File: src/rtl/fsk2_pkg.sv
// Shared 2FSK definitions: FSM state encoding and derived timing constants,
// common to the demodulator and the DDS generator side of the link.
package fsk2_pkg;

    typedef enum logic [1:0] {
        IDLE  = 2'd0,
        ACQ   = 2'd1,
        TRACK = 2'd2
    } fsk2_state_t;

    // Carrier period in clocks for a given tone frequency.
    function automatic int calc_period(input int inclk, input int freq);
        return inclk / freq;
    endfunction

    function automatic int calc_thr(input int p0, input int p1);
        return (p0 + p1) / 2;
    endfunction

    function automatic int calc_spb(input int inclk, input int baud);
        return inclk / baud;
    endfunction

    function automatic int calc_loss(input int p0);
        return 2 * p0;
    endfunction

    // Vote counters stick at full scale instead of wrapping.
    function automatic logic [5:0] sat_inc6(input logic [5:0] v);
        return (v == 6'd63) ? v : v + 6'd1;
    endfunction

endpackage

File: src/rtl/fsk2_zero_cross.sv
// Front end of the 2FSK demodulator: sample register, hysteretic zero-level
// flag, rising-crossing pulse and per-cycle period counter.
module fsk2_zero_cross
    import fsk2_pkg::*;
#(
    parameter logic [15:0] MID  = 16'd32768,
    parameter logic [15:0] HYST = 16'd1024,
    parameter logic [7:0]  LOSS = 8'd100
)(
    input  logic        sys_clk,
    input  logic        sys_rst_n,
    input  logic [15:0] sample_in,
    output logic        rise,
    output logic [7:0]  period,
    output logic        timeout
);

    // One extra bit keeps the band edges from wrapping near full scale.
    localparam logic [16:0] HI_LVL = {1'b0, MID} + {1'b0, HYST};
    localparam logic [16:0] LO_LVL = {1'b0, MID} - {1'b0, HYST};

    logic [15:0] s1;
    logic        hi;
    logic        hi_d;
    logic [7:0]  cnt;

    always_ff @(posedge sys_clk or negedge sys_rst_n) begin
        if (!sys_rst_n) begin
            s1   <= 16'd0;
            hi   <= 1'b0;
            hi_d <= 1'b0;
        end else begin
            s1 <= sample_in;
            if ({1'b0, s1} >= HI_LVL)
                hi <= 1'b1;
            else if ({1'b0, s1} <= LO_LVL)
                hi <= 1'b0;
            hi_d <= hi;
        end
    end

    assign rise = hi & ~hi_d;

    // Restarts at 1 on each crossing so the value seen at the next crossing is the full period.
    always_ff @(posedge sys_clk or negedge sys_rst_n) begin
        if (!sys_rst_n)
            cnt <= 8'd0;
        else if (rise)
            cnt <= 8'd1;
        else if (cnt != 8'hFF)
            cnt <= cnt + 8'd1;
    end

    assign period  = cnt;
    assign timeout = (cnt > LOSS);

endmodule

File: src/rtl/fsk2_demod.sv
// 2FSK demodulator top: acquisition FSM, symbol timing, per-symbol vote and decision.
// Optional FSK2_DEMOD_CONF_EN adds bit_conf, the vote margin of each decided symbol.
module fsk2_demod
    import fsk2_pkg::*;
#(
    parameter int          INCLK_FREQ = 50_000_000,
    parameter int          F0_FREQ    = 1_000_000,
    parameter int          F1_FREQ    = 2_000_000,
    parameter int          BAUD       = 100_000,
    parameter logic [15:0] MID        = 16'd32768,
    parameter logic [15:0] HYST       = 16'd1024
)(
    input  logic        sys_clk,
    input  logic        sys_rst_n,
    input  logic [15:0] sample_in,
    output logic        bit_out,
    output logic        bit_valid,
    output logic        carrier_ok
`ifdef FSK2_DEMOD_CONF_EN
    ,
    output logic [5:0]  bit_conf
`endif
);

    localparam int         P0   = calc_period(INCLK_FREQ, F0_FREQ);
    localparam int         P1   = calc_period(INCLK_FREQ, F1_FREQ);
    localparam logic [7:0] THR  = 8'(calc_thr(P0, P1));
    localparam logic [9:0] SPB  = 10'(calc_spb(INCLK_FREQ, BAUD));
    localparam logic [7:0] LOSS = 8'(calc_loss(P0));

    logic        rise;
    logic [7:0]  period;
    logic        timeout;

    fsk2_state_t state;
    fsk2_state_t next_state;

    logic [9:0]  sym_cnt;
    logic [5:0]  votes0;
    logic [5:0]  votes1;
    logic        vote_f1;
    logic        sym_end;
    logic        track_run;
    logic        acq_lock;

    fsk2_zero_cross #(
        .MID  (MID),
        .HYST (HYST),
        .LOSS (LOSS)
    ) u_zero_cross (
        .sys_clk   (sys_clk),
        .sys_rst_n (sys_rst_n),
        .sample_in (sample_in),
        .rise      (rise),
        .period    (period),
        .timeout   (timeout)
    );

    always_ff @(posedge sys_clk or negedge sys_rst_n) begin
        if (!sys_rst_n)
            state <= IDLE;
        else
            state <= next_state;
    end

    always_comb begin
        next_state = state;
        carrier_ok = 1'b0;
        case (state)
            IDLE: begin
                if (rise)
                    next_state = ACQ;
            end
            ACQ: begin
                if (rise && (period <= LOSS))
                    next_state = TRACK;
            end
            TRACK: begin
                carrier_ok = 1'b1;
                if (timeout)
                    next_state = IDLE;
            end
            default: next_state = IDLE;
        endcase
    end

    assign vote_f1   = (period < THR);
    assign track_run = (state == TRACK) && !timeout;
    assign sym_end   = track_run && (sym_cnt == SPB);
    assign acq_lock  = (state == ACQ) && (next_state == TRACK);

`ifdef FSK2_DEMOD_CONF_EN
    logic [5:0] vote_diff;
    assign vote_diff = (votes1 > votes0) ? (votes1 - votes0) : (votes0 - votes1);
`endif

    // Outside TRACK (or on loss) the partial symbol is dropped; a rise landing on
    // the wrap cycle seeds the next symbol's votes.
    always_ff @(posedge sys_clk or negedge sys_rst_n) begin
        if (!sys_rst_n) begin
            sym_cnt   <= 10'd0;
            votes0    <= 6'd0;
            votes1    <= 6'd0;
            bit_out   <= 1'b0;
            bit_valid <= 1'b0;
`ifdef FSK2_DEMOD_CONF_EN
            bit_conf  <= 6'd0;
`endif
        end else if (!track_run) begin
            sym_cnt   <= acq_lock ? 10'd1 : 10'd0;
            votes0    <= 6'd0;
            votes1    <= 6'd0;
            bit_valid <= 1'b0;
        end else begin
            bit_valid <= sym_end;
            if (sym_end) begin
                sym_cnt <= 10'd1;
                votes0  <= (rise && !vote_f1) ? 6'd1 : 6'd0;
                votes1  <= (rise && vote_f1) ? 6'd1 : 6'd0;
                if (votes1 > votes0)
                    bit_out <= 1'b1;
                else if (votes0 > votes1)
                    bit_out <= 1'b0;
`ifdef FSK2_DEMOD_CONF_EN
                bit_conf <= vote_diff;
`endif
            end else begin
                sym_cnt <= sym_cnt + 10'd1;
                if (rise) begin
                    if (vote_f1)
                        votes1 <= sat_inc6(votes1);
                    else
                        votes0 <= sat_inc6(votes0);
                end
            end
        end
    end

endmodule

File: config.mk
export PLATFORM = sky130hd
export DESIGN_NAME = fsk2_demod
export DESIGN_NICKNAME = d
export VERILOG_FILES = /design/src/rtl/fsk2_pkg.sv /design/src/rtl/fsk2_zero_cross.sv /design/src/rtl/fsk2_demod.sv
export SDC_FILE = /design/constraint.sdc
export NUM_CORES = 1
export LEC_CHECK = 0
export ABC_CLOCK_PERIOD_IN_PS = 2500
export BUFFER_PORTS_ARGS = -buffer_cell sky130_fd_sc_hd__buf_2
export CAP_MARGIN = 20
export CORE_AREA = 4 4 105 107
export CTS_CLUSTER_SIZE = 28
export DETAILED_ROUTE_END_ITERATION = 7
export DIE_AREA = 0 0 109 111
export PLACE_DENSITY = 0.39
export SETUP_SLACK_MARGIN = 0.02
export SYNTH_ARGS = -nofsm -noshare
export SYNTH_HDL_FRONTEND = slang
export SYNTH_SLANG_ARGS = --single-unit
export TNS_END_PERCENT = 1
File: constraint.sdc
create_clock -name sys_clk -period 2.5 [get_ports sys_clk]
set_input_delay 0 -clock sys_clk [delete_from_list [all_inputs] [get_ports sys_clk]]
set_output_delay 0 -clock sys_clk [all_outputs]
set_load 0.005 [all_outputs]
==> summary.txt <==
Final layout
  • Layout area overhead: 22.2%
  • Antenna Cells: 0
  • Count of non-filler cells in the finished layout: 412
  • Ratio of cells with drive above 1 in the final layout: 14.9%
  • Net count reported at finish: 305

Worst setup path
  • CP Launch Type: flip-flop
  • Crit. End Element: flip-flop
  • WS Path Type: reg -> reg
  • Crit-path max FO: 7
  • Worst EP required: 2720 ps
  • Crit path arrival time: 2220 ps

Job
  • Max Cap Violations: 0

Run status
  • Status: finished, final reports clean

Synthesis
  • Leading area contributor after synthesis: dfrtp_1
  • Synthesized cell area: 2460 sq um
  • #FFs+latches synth: 52
  • Post-synthesis sequential area ratio: 53.0%
  • Main area contributors after synthesis: dfrtp_1 (53%), ha_1 (6.1%), nor2_1 (4.3%), xnor2_1 (3.6%), xor2_1 (2.5%)
  • Ys async rst share: 100%
  • EDFF count, synth: 0
  • Mean Syn Cell Area: 10.6 sq um
  • Share of the synthesized area in the top cell type: 53.0%
  • Most numerous cell in the Yosys netlist: dfrtp_1
  • Top cells by count, synth: dfrtp_1 (52), nor2_1 (28), inv_1 (16)
  • Cells after synthesis: 231
  • Syn_nets: 261
  • Main synth FF type: dfrtp_1
  • Yosys warns: 0
  • Netlist cell types: 47

Clock tree
  • TritonCTS buffer count: 5
  • Clk Latency, worst-skew pair: 310 ps
  • Longest Clk Path Bufs: 2
  • Sink Count: 52
  • Postcts setup bufs: 0
  • Post_cts resized: 0
  • Number of H-tree levels: 2
  • CTS clk-pin slew, worst paths: 110 ps
  • CTS tree: built
  • Root buf cell: clkbuf_8

Global routing
  • Total gr overflow: 0
  • Largest net degree at the start of global routing: 24
  • Vias in the first global route: 1,836
  • Initial antenna violation count: 0
  • First-pass GRT wire length: 8740 microns
  • Gr usage total: 8.89%

Detailed routing
  • Post-route antenna net violation count: 0
  • DRT Wirelength: 4890 microns
  • Vias/cell: 4.29
  • DR WL/cell: 11.9 microns
  • Routed vias: 1,766
  • TritonRoute pass-1 iters: 4
  • DRT iter0 DRCs: 42
  • # DRC: 0

Pwr
  • Switching share of total power: 29.9%
  • Clk pwr share: 29.0%
  • Logic pwr share: 16.0%
  • P per Cell Area: 592 nW/um^2
  • Design Power: 0.00178 W
  • P_leak: 1.29 nW
  • Internal power: 0.00125 W
  • Seq pwr share: 55.0%
  • Psw: 0.000532 W
  • IR drop worst, VDD: 210 uV

STA
  • Skew final: 9.72 ps
  • Setup-failing EPs final: 0
  • Final worst path period share: 80.3%
  • Max_slew headroom: 67.9%
  • Fin crit period: 2010 ps
  • RSZ-0062 raised after global routing: false
  • Final slew viol count: 0
  • Final Hold Viols: 0
  • Worst-margin pin slew: 479 ps
  • Final setup TNS: 0 ps
  • Fmax: 498 MHz

Place
  • HPWL Detailed: 3620 microns
  • RePlAce Congestion: 0.675
  • IO Port Bufs: 20
  • Placed insts: 387

Floorplanning
  • I/O pins: 21
  • Die ar.: 12,100 sq um
  • Die Y: 111 microns
  • Die Wd: 109 microns
  • Initial core utilization: 24.2%
  • Cell Rows: 37
  • Core ar.: 10,100 sq um

Min path
  • Hold WC Path Type: in -> async
==> metrics by stage <==
| stage | setup slack, ps | hold WS, ps | cell area, sq um | util, % |
|---|---|---|---|---|
| floorplan | 693 | -296 | 2460 | - |
| global placement | 523 | -22.1 | 2740 | 27.0 |
| detailed placement | 510 | -22.5 | 2740 | 27.0 |
| CTS | 481 | 172 | 3000 | 29.6 |
| global route | 227 | 191 | 3000 | 29.6 |
| finish | 492 | 147 | 3000 | 29.6 |
==> what timing repair did <==
action | 4_1_cts | 5_1_grt
setup endpoints to repair | 0 | 0
hold buffers | 17 | 0
hold endpoints to repair | 32 | 0
==> flip-flops by register name, summed over array words and instances, names as in the netlist <==
name                 count
bit_out                  1
bit_valid                1
state                    2
sym_cnt                 10
u_zero_cross.hi          1
u_zero_cross.hi_d        1
u_zero_cross.period      8
u_zero_cross.s1         16
votes0                   6
votes1                   6
==> placed cells by master (no fill, tap or decap), drive strengths merged, types with 3 or more instances in the layout <==
| cell | instances |
|---|---|
| xnor2 | 10 |
| nor2 | 28 |
| xor2 | 7 |
| nand4 | 6 |
| nand2 | 13 |
| nand3 | 11 |
| o21ai | 8 |
| clkbuf | 5 |
| a21oi | 10 |
| a31oi | 4 |
| dlygate4sd3 | 17 |
| nor4 | 3 |
| ha | 12 |
| or4 | 3 |
| buf | 26 |
| dfrtp | 52 |
| inv | 17 |
| and3 | 7 |
| nand2b | 3 |
| nor3 | 3 |
==> cells by family after synthesis <==
family	share of synthesized area [%]
buf+inv	3.92
flops	53.0
mux	0.815
xor+xnor	6.06
compound gates	9.68
simple gates	20.4
fa+ha+maj	6.11
==> power by group through the flow <==
stage | Clock, W | Combinational [W] | Sequential, W
2_1_floorplan | 0 | 0.000187 | 0.000975
3_3_place_gp | 0 | 0.000279 | 0.000993
3_5_place_dp | 0 | 0.000275 | 0.000996
4_1_cts | 0.000545 | 0.000296 | 0.000978
5_1_grt | 0.000570 | 0.000339 | 0.000992
6_report | 0.000516 | 0.000285 | 0.000978
==> final timing paths <==
check / end / slack, ps / from / cells after the start
setup / recovery: bit_out / 490 / u_zero_cross.period[0] / 7
max in group asynchronous: votes1[0] / 1690 / sys_rst_n / 3
hold / removal: votes1[3] / 150 / sys_rst_n / 2
setup reg to reg: bit_out / 490 / u_zero_cross.period[0] / 7
hold reg to reg: u_zero_cross.hi_d / 450 / u_zero_cross.hi / 0
min in group sys_clk: u_zero_cross.s1[14] / 320 / sample_in[14] / 2
==> metal layers <==
metal  track usage, %  up-vias  wire length (microns)
li1                 -      889                      -
met1             11.7      852                   2360
met2             14.4       18                   2330
met3             2.15        7                    139
met4             2.53        0                     55
met5                0        -                      0
==> area by class of cell <==
type	count	area [sq um]
repair buffers	43	315
clock inverters	3	27.5
multi-input cells	157	1060
well taps	136	170
flip-flops and latches	52	1300
inverters	16	60.1
clock buffers	5	68.8
fillers	1053	7140
==> critical path, stage by stage, from the launching register on <==
cell and delay (ps):
dfrtp_1 440, inv_1 80, ha_1 130, nor2b_1 40
o31a_1 340, a211o_1 390, o31a_1 320, a31o_1 180
Power figures use the tool's default switching activity.
